$ cat config.mk
export PLATFORM = sky130hd
export DESIGN_NAME = lcd_cmd_sequencer
export DESIGN_NICKNAME = d
export VERILOG_FILES = /design/src/rtl/lcd_pkg.sv /design/src/rtl/sync_fifo.sv /design/src/rtl/lcd_cmd_sequencer.sv
export SDC_FILE = /design/constraint.sdc
export NUM_CORES = 1
export LEC_CHECK = 0
export CORE_MARGIN = 5
export CORE_UTILIZATION = 50
export CTS_CLUSTER_SIZE = 16
export DETAILED_ROUTE_END_ITERATION = 10
export PLACE_DENSITY = 0.71
export SLEW_MARGIN = 15
export SYNTH_ARGS = -nofsm -noshare
export SYNTH_HDL_FRONTEND = slang
export SYNTH_SLANG_ARGS = --single-unit
$ cat constraint.sdc
create_clock -name clk -period 6.05 [get_ports clk]
set_input_delay 1.21 -clock clk [delete_from_list [all_inputs] [get_ports clk]]
set_output_delay 1.21 -clock clk [all_outputs]
set_load 0.005 [all_outputs]
$ cat src/rtl/lcd_pkg.sv
// Shared definitions for the LCD command path: command codes, legality test
// and the sequencer's FSM state encoding.
package lcd_pkg;

  localparam logic [3:0] CMD_WRITE       = 4'd0;
  localparam logic [3:0] CMD_SHIFT_UP    = 4'd1;
  localparam logic [3:0] CMD_SHIFT_DOWN  = 4'd2;
  localparam logic [3:0] CMD_SHIFT_LEFT  = 4'd3;
  localparam logic [3:0] CMD_SHIFT_RIGHT = 4'd4;
  localparam logic [3:0] CMD_MAX         = 4'd5;
  localparam logic [3:0] CMD_MIN         = 4'd6;
  localparam logic [3:0] CMD_AVG         = 4'd7;
  localparam logic [3:0] CMD_ROT_CCW     = 4'd8;
  localparam logic [3:0] CMD_ROT_CW      = 4'd9;
  localparam logic [3:0] CMD_MIRROR_X    = 4'd10;
  localparam logic [3:0] CMD_MIRROR_Y    = 4'd11;
  localparam logic [3:0] CMD_MAX_LEGAL   = CMD_MIRROR_Y;

  typedef logic [1:0] state_t;

  localparam state_t ST_IDLE    = 2'd0;
  localparam state_t ST_ISSUE   = 2'd1;
  localparam state_t ST_GAP     = 2'd2;
  localparam state_t ST_WAIT_WR = 2'd3;

  function automatic logic is_legal(input logic [3:0] code);
    return code <= CMD_MAX_LEGAL;
  endfunction

endpackage

$ cat src/rtl/sync_fifo.sv
// Single-clock FIFO with synchronous flush; pointers wrap mod DEPTH and the
// occupancy count is the registered source of full/empty/level.
module sync_fifo #(
  parameter int WIDTH = 4,
  parameter int DEPTH = 8
) (
  input  logic                     clk,
  input  logic                     reset,
  input  logic                     push,
  input  logic                     pop,
  input  logic                     flush,
  input  logic [WIDTH-1:0]         wdata,
  output logic [WIDTH-1:0]         rdata,
  output logic                     full,
  output logic                     empty,
  output logic [$clog2(DEPTH):0]   level
);

  localparam int AW = $clog2(DEPTH);

  logic [WIDTH-1:0] mem [DEPTH];
  logic [AW-1:0]    wr_ptr;
  logic [AW-1:0]    rd_ptr;
  logic [AW:0]      count;
  logic             push_ok;
  logic             pop_ok;

  assign full    = (count == (AW+1)'(DEPTH));
  assign empty   = (count == '0);
  assign level   = count;
  assign rdata   = mem[rd_ptr];
  assign push_ok = push && !full;
  assign pop_ok  = pop && !empty;

  always_ff @(posedge clk or posedge reset) begin
    if (reset) begin
      wr_ptr <= '0;
      rd_ptr <= '0;
      count  <= '0;
    end else if (flush) begin
      wr_ptr <= '0;
      rd_ptr <= '0;
      count  <= '0;
    end else begin
      if (push_ok) wr_ptr <= wr_ptr + AW'(1);
      if (pop_ok)  rd_ptr <= rd_ptr + AW'(1);
      case ({push_ok, pop_ok})
        2'b10:   count <= count + (AW+1)'(1);
        2'b01:   count <= count - (AW+1)'(1);
        default: count <= count;
      endcase
    end
  end

  // NOTE: storage is deliberately left out of reset; count gates every read,
  // so stale entries are never observed and the array can map to plain RAM.
  always_ff @(posedge clk) begin
    if (push_ok && !flush) mem[wr_ptr] <= wdata;
  end

endmodule

$ cat src/rtl/lcd_cmd_sequencer.sv
// Queues host commands and issues them one at a time to the LCD controller,
// tracking write-back completion, frame count and sticky error flags.
module lcd_cmd_sequencer
  import lcd_pkg::*;
#(
  parameter int DEPTH   = 8,
  parameter int TIMEOUT = 256
) (
  input  logic                   clk,
  input  logic                   reset,
  input  logic [3:0]             host_cmd,
  input  logic                   host_valid,
  output logic                   host_ready,
  input  logic                   flush,
  input  logic                   ctrl_busy,
  input  logic                   ctrl_done,
  output logic [3:0]             cmd,
  output logic                   cmd_valid,
  output logic [$clog2(DEPTH):0] level,
  output logic [7:0]             frames_done,
  output logic                   illegal_err,
  output logic                   timeout_err
);

  localparam int TW = $clog2(TIMEOUT + 1);

  state_t        state;
  logic [TW-1:0] timer;
  logic [3:0]    head;
  logic          full;
  logic          empty;
  logic          accept;
  logic          flush_now;
  logic          push;
  logic          pop;

  assign host_ready = !full;

  // NOTE: every always_comb output gets a default first so no path through
  // the block can leave a signal unassigned and infer a latch.
  always_comb begin
    flush_now = 1'b0;
    accept    = 1'b0;
    push      = 1'b0;
    pop       = 1'b0;
    flush_now = flush && (state == ST_IDLE);
    accept    = host_valid && !full;
    push      = accept && is_legal(host_cmd) && !flush_now;
    pop       = (state == ST_IDLE) && !empty && !ctrl_busy && !flush_now;
  end

  sync_fifo #(
    .WIDTH (4),
    .DEPTH (DEPTH)
  ) u_fifo (
    .clk   (clk),
    .reset (reset),
    .push  (push),
    .pop   (pop),
    .flush (flush_now),
    .wdata (host_cmd),
    .rdata (head),
    .full  (full),
    .empty (empty),
    .level (level)
  );

  // NOTE: state registers use non-blocking assignments only, so every
  // right-hand side reads the value from before this clock edge.
  always_ff @(posedge clk or posedge reset) begin
    if (reset) begin
      state       <= ST_IDLE;
      cmd         <= CMD_WRITE;
      cmd_valid   <= 1'b0;
      timer       <= '0;
      frames_done <= '0;
      illegal_err <= 1'b0;
      timeout_err <= 1'b0;
    end else begin
      cmd_valid <= 1'b0;
      if (accept && !is_legal(host_cmd)) illegal_err <= 1'b1;

      case (state)
        ST_IDLE: begin
          if (pop) begin
            cmd       <= head;
            cmd_valid <= 1'b1;
            state     <= ST_ISSUE;
          end
        end
        ST_ISSUE: state <= ST_GAP;
        ST_GAP: begin
          timer <= '0;
          state <= (cmd == CMD_WRITE) ? ST_WAIT_WR : ST_IDLE;
        end
        ST_WAIT_WR: begin
          // A done arriving on the last allowed cycle still counts as a frame.
          if (ctrl_done) begin
            frames_done <= frames_done + 8'd1;
            state       <= ST_IDLE;
          end else if (timer == TW'(TIMEOUT - 1)) begin
            timeout_err <= 1'b1;
            state       <= ST_IDLE;
          end else begin
            timer <= timer + TW'(1);
          end
        end
        default: state <= ST_IDLE;
      endcase
    end
  end

endmodule

==> results of run 1 <==
## final cells by class
cell class / count / area [µm²]
Timing Repair Buffer: 30 / 298
Fill cell: 471 / 2320
Sequential cell: 68 / 1860
Tap cell: 75 / 93.8
Inverter: 7 / 26.3
Clock buffer: 9 / 124
Clock inverter: 7 / 83.8
Multi-Input combinational cell: 161 / 1190
## cells by family after synthesis
family / count (synthesis) / synth area share [%]
muxes: 16 / 8.36
DFF: 68 / 59.5
buffers and inverters: 18 / 2.52
AOI/OAI and AO/OA: 43 / 10.1
xor gates and xnor gates: 14 / 3.92
adders and majority gates: 8 / 3.12
and+or+nand+nor: 80 / 12.4
## worst max-delay path, cell delays in order
cell and delay (ns):
clkdlybuf4s50_1 0.47, nor4_2 0.50, o21ai_4 0.21, inv_2 0.18, nand2_1 0.12, inv_1 0.09, ha_1 0.29, nand2b_1 0.17
a221oi_1 0.30, o211ai_1 0.11, o311ai_1 0.10
## power by group through the flow
stage | Clock (mW) | Combinational, mW | Sequential (mW)
finish | 0.385 | 0.358 | 0.653
global route | 0.414 | 0.404 | 0.669
CTS | 0.394 | 0.365 | 0.655
detailed placement | 0 | 0.363 | 0.664
global placement | 0 | 0.355 | 0.664
floorplan | 0 | 0.271 | 0.618
## routing by layer
metal | vias to the layer above | part of all wire (%) | global-route usage, %
met2 | 24 | 49 | 25.3
met4 | 0 | 0.33 | 4.47
li1 | 985 | - | -
met3 | 2 | 3.8 | 5.07
met5 | - | 0 | 0
met1 | 988 | 46 | 20.6
## worst max-delay path by stage
| stage | end | slack [ns] |
|---|---|---|
| final | u_fifo.level[2] | 2.55 |
| after global routing | u_fifo.level[3] | 2.25 |
| after CTS | u_fifo.level[2] | 2.55 |
| after detailed placement | u_fifo.level[2] | 2.20 |
| after global placement | u_fifo.level[2] | 2.24 |
| after floorplan | u_fifo.level[2] | 3.04 |
## state kept, by name, summed over array words and instances (netlist names)
name and count:
u_fifo.rd_ptr 3, frames_done 8, cmd 4, cmd_valid 1
u_fifo.wr_ptr 3, illegal_err 1, timeout_err 1, timer 9
state 2, u_fifo.mem 32, u_fifo.level 4
## per-stage QoR
| stage | hold slack [ns] | instance area, µm² | instances | power, mW | worst slack, ns |
|---|---|---|---|---|---|
| floorplan | 0.460 | 3130 | 247 | 0.890 | 3.04 |
| global placement | 0.449 | 3470 | 341 | 1.02 | 2.24 |
| detailed placement | 0.458 | 3470 | 341 | 1.03 | 2.20 |
| CTS | 0.476 | 3670 | 357 | 1.41 | 2.55 |
| global route | 0.503 | 3670 | 357 | 1.49 | 2.25 |
| finish | 0.470 | 3670 | 357 | 1.40 | 2.55 |
## cell usage in the layout (no fill, tap or decap), drive strengths merged, types with 2 or more instances in the layout
master,Yosys,layout
a21oi,3,3
a22o,3,3
a22oi,2,2
a31oi,2,2
a41o,2,2
and2,2,2
and3,5,5
clkbuf,6,9
clkdlybuf4s50,0,29
clkinv,0,2
dfrtp,36,36
edfxtp,32,32
ha,7,7
inv,7,10
mux2i,7,7
mux4,8,8
nand2,28,28
nand2b,3,3
nand3,9,9
nand4,3,3
nor2,18,18
nor3,4,4
nor4,2,2
o21ai,12,12
o22ai,2,2
o2bb2ai,5,5
o311ai,3,3
o31ai,2,2
or3,2,2
xnor2,8,8
xor2,6,6
==> impl_metrics.ini, run 1 <==
[logic_synthesis]
synth-edff-count = 32
avgSynthCellArea_um2 = 12.7
syn_nets = 264
synthesis.area_mm2 = 0.00313
synthCells = 247
ys_ff_latch = 68
synth_top_area_share_pct = 30.7
synth_cell_types = 52
seq_area_frac_synth_pct = 59.5
synthTopCellsByCount = dfrtp_1, edfxtp_1, nand2_1
synth_ff_type = dfrtp_1
async_flop_share_pct = 52.9
ys.warnings.count = 0
yosysTopAreaCell = edfxtp_1
synth.area.top_cells = edfxtp_1, dfrtp_1, mux4_2
yosysMostFrequentCell = dfrtp_1

[clock_tree]
clock_sinks = 68
clockBufferDepth = 2
cts_resized = 0
cts_buffers = 9
htree_levels = 3
cts_hold_buf = 0
post_cts_buffers = 0
clockRootBuffer = clkbuf_8
clk_latency_ns = 0.34
cts_tree = built
cts.clk_slew.worst_paths_ns = 0.08

[die]
die_h_um = 89.1
chipWidth_um = 89.1
start_util_pct = 52.2
die_area_mm2 = 0.00794
io-pin-count = 30
placeableCoreArea_mm2 = 0.00599
std_cell_rows = 28

[sta]
final.min_clock_period_ns = 3.50
max_freq_mhz = 285
slew_violations = 0
maxSlewHeadroom_pct = 56.2
fin_crit_sh_pct = 57.9
finalClockSkew_ns = 0.00833
fin_setup_tns_ns = 0
rsz0062_at_grt = no
hold_violations = 0
tightestPinTransition_ns = 0.652
setup_viol = 0

[pwr]
pwr-share-comb_pct = 25.7
leakage_nw = 1.43
switching_share_pct = 32.4
p_sw_uw = 452
power_density_mw_per_mm2 = 380
ir_drop_mv = 0.213
p_int_uw = 944
seqPwrFrac_pct = 46.8
p_clk_share_pct = 27.6

[critical_path]
regToRegEndpoint = u_fifo.level[2]
cp-startpoint = flush
critical_path_class = input port to register
worstPathArrival_ns = 3.74
critPathCaptureType = register
startpoint_type = input port
timing.rr.start = state[0]
reg2reg_depth = 10
required_ns = 6.29
r2r_slack_ns = 3.26
cp_max_fo = 13

[final_layout]
n_antenna_cell = 0
fin_util_pct = 61.3
post_route_cells_drive_above_1_share_pct = 11.3
nets = 294
area_delta_synth_final_pct = 17.5

[global_route]
grt_antenna_before_repair = 0
grt_pass1_wl_um = 9450
grt_pass1_vias = 1982
grt_max_degree = 37
grtUsageTotal_pct = 15.7
overflow = 0

[place]
io_buffers = 29
dp_hpwl_um = 3920
gp_congestion = 0.764

[detailed_routing]
drc_errors = 0
num_vias = 1999
wirelength_um = 5500
dr.pass1.iters = 4
via_per_inst = 5.60
first_iter_violations = 63
wl_per_cell_um = 15.4
ant_nets = 0

[worst_hold_path]
holdPathEnd = illegal_err
worstHoldPathCells = 1
min_path_type = register to register
min_from = illegal_err

[flow_run]
maxCapViolations = 0

[outcome]
status = complete, no violations
(Power assumes the default switching activity.)
==> run 2: changes to the inputs <==
==> constraint.sdc (replaced) <==
create_clock -name clk -period 3.23 [get_ports clk]
set_input_delay 0.646 -clock clk [delete_from_list [all_inputs] [get_ports clk]]
set_output_delay 0.646 -clock clk [all_outputs]
set_load 0.005 [all_outputs]
==> run 2 against run 1 <==
  * Clock-buffer cell count stayed put
  * Combinational power is 100% higher
  * Highest routed layer unchanged
  * Non-clock buffer count increased by 8
  * Critical path depth shrank 2
  * First-iteration DRC count grew 16%
  * Flip-flop and latch count unchanged
  * Sequential share of layout area is 1.0 points lower
  * Clock skew rose by 0.0020 ns
  * Register-to-register slack worse by 2.8 ns
  * Worst setup slack lost 2.1 ns
  * Largest power group unchanged
  * Hold slack better by 0.0034 ns
  * Clock power is 99% higher
==> impl_metrics.ini, run 2 (synthesis results as in run 1) <==
[clock_tree]
cts_buffers = 9
clock_sinks = 68
clockRootBuffer = clkbuf_8
post_cts_buffers = 0
htree_levels = 3
cts_resized = 0
clk_latency_ns = 0.33
clockBufferDepth = 2
cts_hold_buf = 0
cts_tree = built
cts.clk_slew.worst_paths_ns = 0.08

[critical_path]
reg2reg_depth = 9
startpoint_type = register
crit_top_cell = a31oi_1
cp_max_fo = 13
slowest_delay_ns = 0.50
regToRegEndpoint = u_fifo.level[3]
critPathTopFamily = simple AND/OR/NAND/NOR gates
worstPathArrival_ns = 3.02
r2r_slack_ns = 0.47
critical_path_class = register to register
critPathCaptureType = register
timing.rr.start = u_fifo.level[1]
required_ns = 3.49
path_cells = or3_4 -> o21ai_4 -> inv_2 -> nand2_1 -> inv_1 -> ha_1 -> a31oi_1 -> or4_1 -> a31oi_1
cp_slowest_cell = dfrtp_1
path_buf_inv = 2

[final_layout]
multi_input_area_mm2 = 0.00119
n_antenna_cell = 0
largest_reg_flops = 32
top_register = u_fifo.mem
seq_area_mm2 = 0.00186
mostFrequentLayoutCells = dfrtp_1, edfxtp_1, clkdlybuf4s50_1
post_route_cells_drive_above_1_share_pct = 13.4
final_common_cell = dfrtp_1
reg_top3 = u_fifo.mem (32), timer (9), frames_done (8)
fillers = 452
area_delta_synth_final_pct = 19.9
nets = 302

[die]
die_area_mm2 = 0.00794
start_util_pct = 52.2
std_cell_rows = 28
die_h_um = 89.1
io-pin-count = 30
placeableCoreArea_mm2 = 0.00599
chipWidth_um = 89.1

[global_route]
use_met1_pct = 21.1
grt_max_degree = 37
grtUsageTotal_pct = 16.1
met3_usage_pct = 4.15
grt-busiest-layer = met2
grt_antenna_before_repair = 0
grtUsageMet2_pct = 26.2
overflow = 0
grt_pass1_wl_um = 9720
grt_pass1_vias = 2033

[sta]
fin_setup_tns_ns = 0
slew_violations = 0
setup_viol = 0
final.min_clock_period_ns = 2.76
hold_violations = 0
finalClockSkew_ns = 0.0104
fin_crit_sh_pct = 85.5
tightestPinTransition_ns = 0.576
maxSlewHeadroom_pct = 61.6
rsz0062_at_grt = no
max_freq_mhz = 362

[detailed_routing]
wirelength_um = 5600
via_per_inst = 5.53
wl_per_cell_um = 15.3
dr.pass1.iters = 4
first_iter_violations = 73
num_vias = 2019
ant_nets = 0
drc_errors = 0

[place]
io_buffers = 29
dp_hpwl_um = 4040
gp_congestion = 0.857

[worst_hold_path]
min_path_type = register to register
worstHoldPathCells = 1
holdPathEnd = illegal_err
min_from = illegal_err

[flow_run]
maxCapViolations = 0

[outcome]
status = complete, no violations

[pwr]
leakage_nw = 1.48
power_density_mw_per_mm2 = 719
ir_drop_mv = 0.414
finalPower_mw = 2.69
==> run 2: cell count changes in the layout (fill, tap and decap cells not counted), sizes merged <==
cell / change
bufinv: +1
inv: -2
buf: +8
clkinvlp: -1
clkinv: +2
==> run 2: how the worst max path moves through the flow <==
stage	cells past startpoint	slack (ns)	from	end
after floorplan	10	0.79	flush	u_fifo.level[2]
after global placement	11	0.24	flush	u_fifo.level[3]
after detailed placement	12	0.17	flush	u_fifo.level[2]
after CTS	9	0.47	u_fifo.level[0]	u_fifo.level[3]
after global routing	9	0.26	u_fifo.level[0]	u_fifo.level[3]
final	9	0.47	u_fifo.level[1]	u_fifo.level[3]
==> run 2: layout make-up <==
cell class	instances	share of cell area, %
clock inverter	7	2.64
inverter	7	0.701
timing repair buffer	38	9.55
tap	75	2.50
sequential	68	49.7
multi-input combinational	161	31.6
clock buffer	9	3.30
==> run 2: power breakdown <==
part	switching, mW	internal [mW]	total, mW
registers	0.173	1.04	1.21
clock network	0.329	0.439	0.768
logic	0.335	0.382	0.717
==> run 2: worst reg2reg max path, cell delays in order, from the launching register on <==
cell     delay (ns)
dfrtp_1        0.50
or3_4          0.45
o21ai_4        0.31
inv_2          0.14
nand2_1        0.14
inv_1          0.08
ha_1           0.37
a31oi_1        0.11
or4_1          0.41
a31oi_1        0.17
==> run 2: layer usage <==
layer / vias up / share of wire [%]
li1: 997 / -
met1: 985 / 45
met2: 27 / 50
met3: 10 / 4.0
met4: 0 / 1.4
met5: - / 0
==> run 2: through the flow <==
step	std cells	instance area [µm²]	hold slack, ns	util (%)	setup slack, ns
finish	365	3750	0.473	62.6	0.467
global route	365	3750	0.493	62.6	0.262
CTS	365	3750	0.480	62.6	0.465
detailed placement	349	3530	0.456	58.9	0.170
global placement	349	3530	0.452	58.9	0.242
floorplan	247	3130	0.460	-	0.786
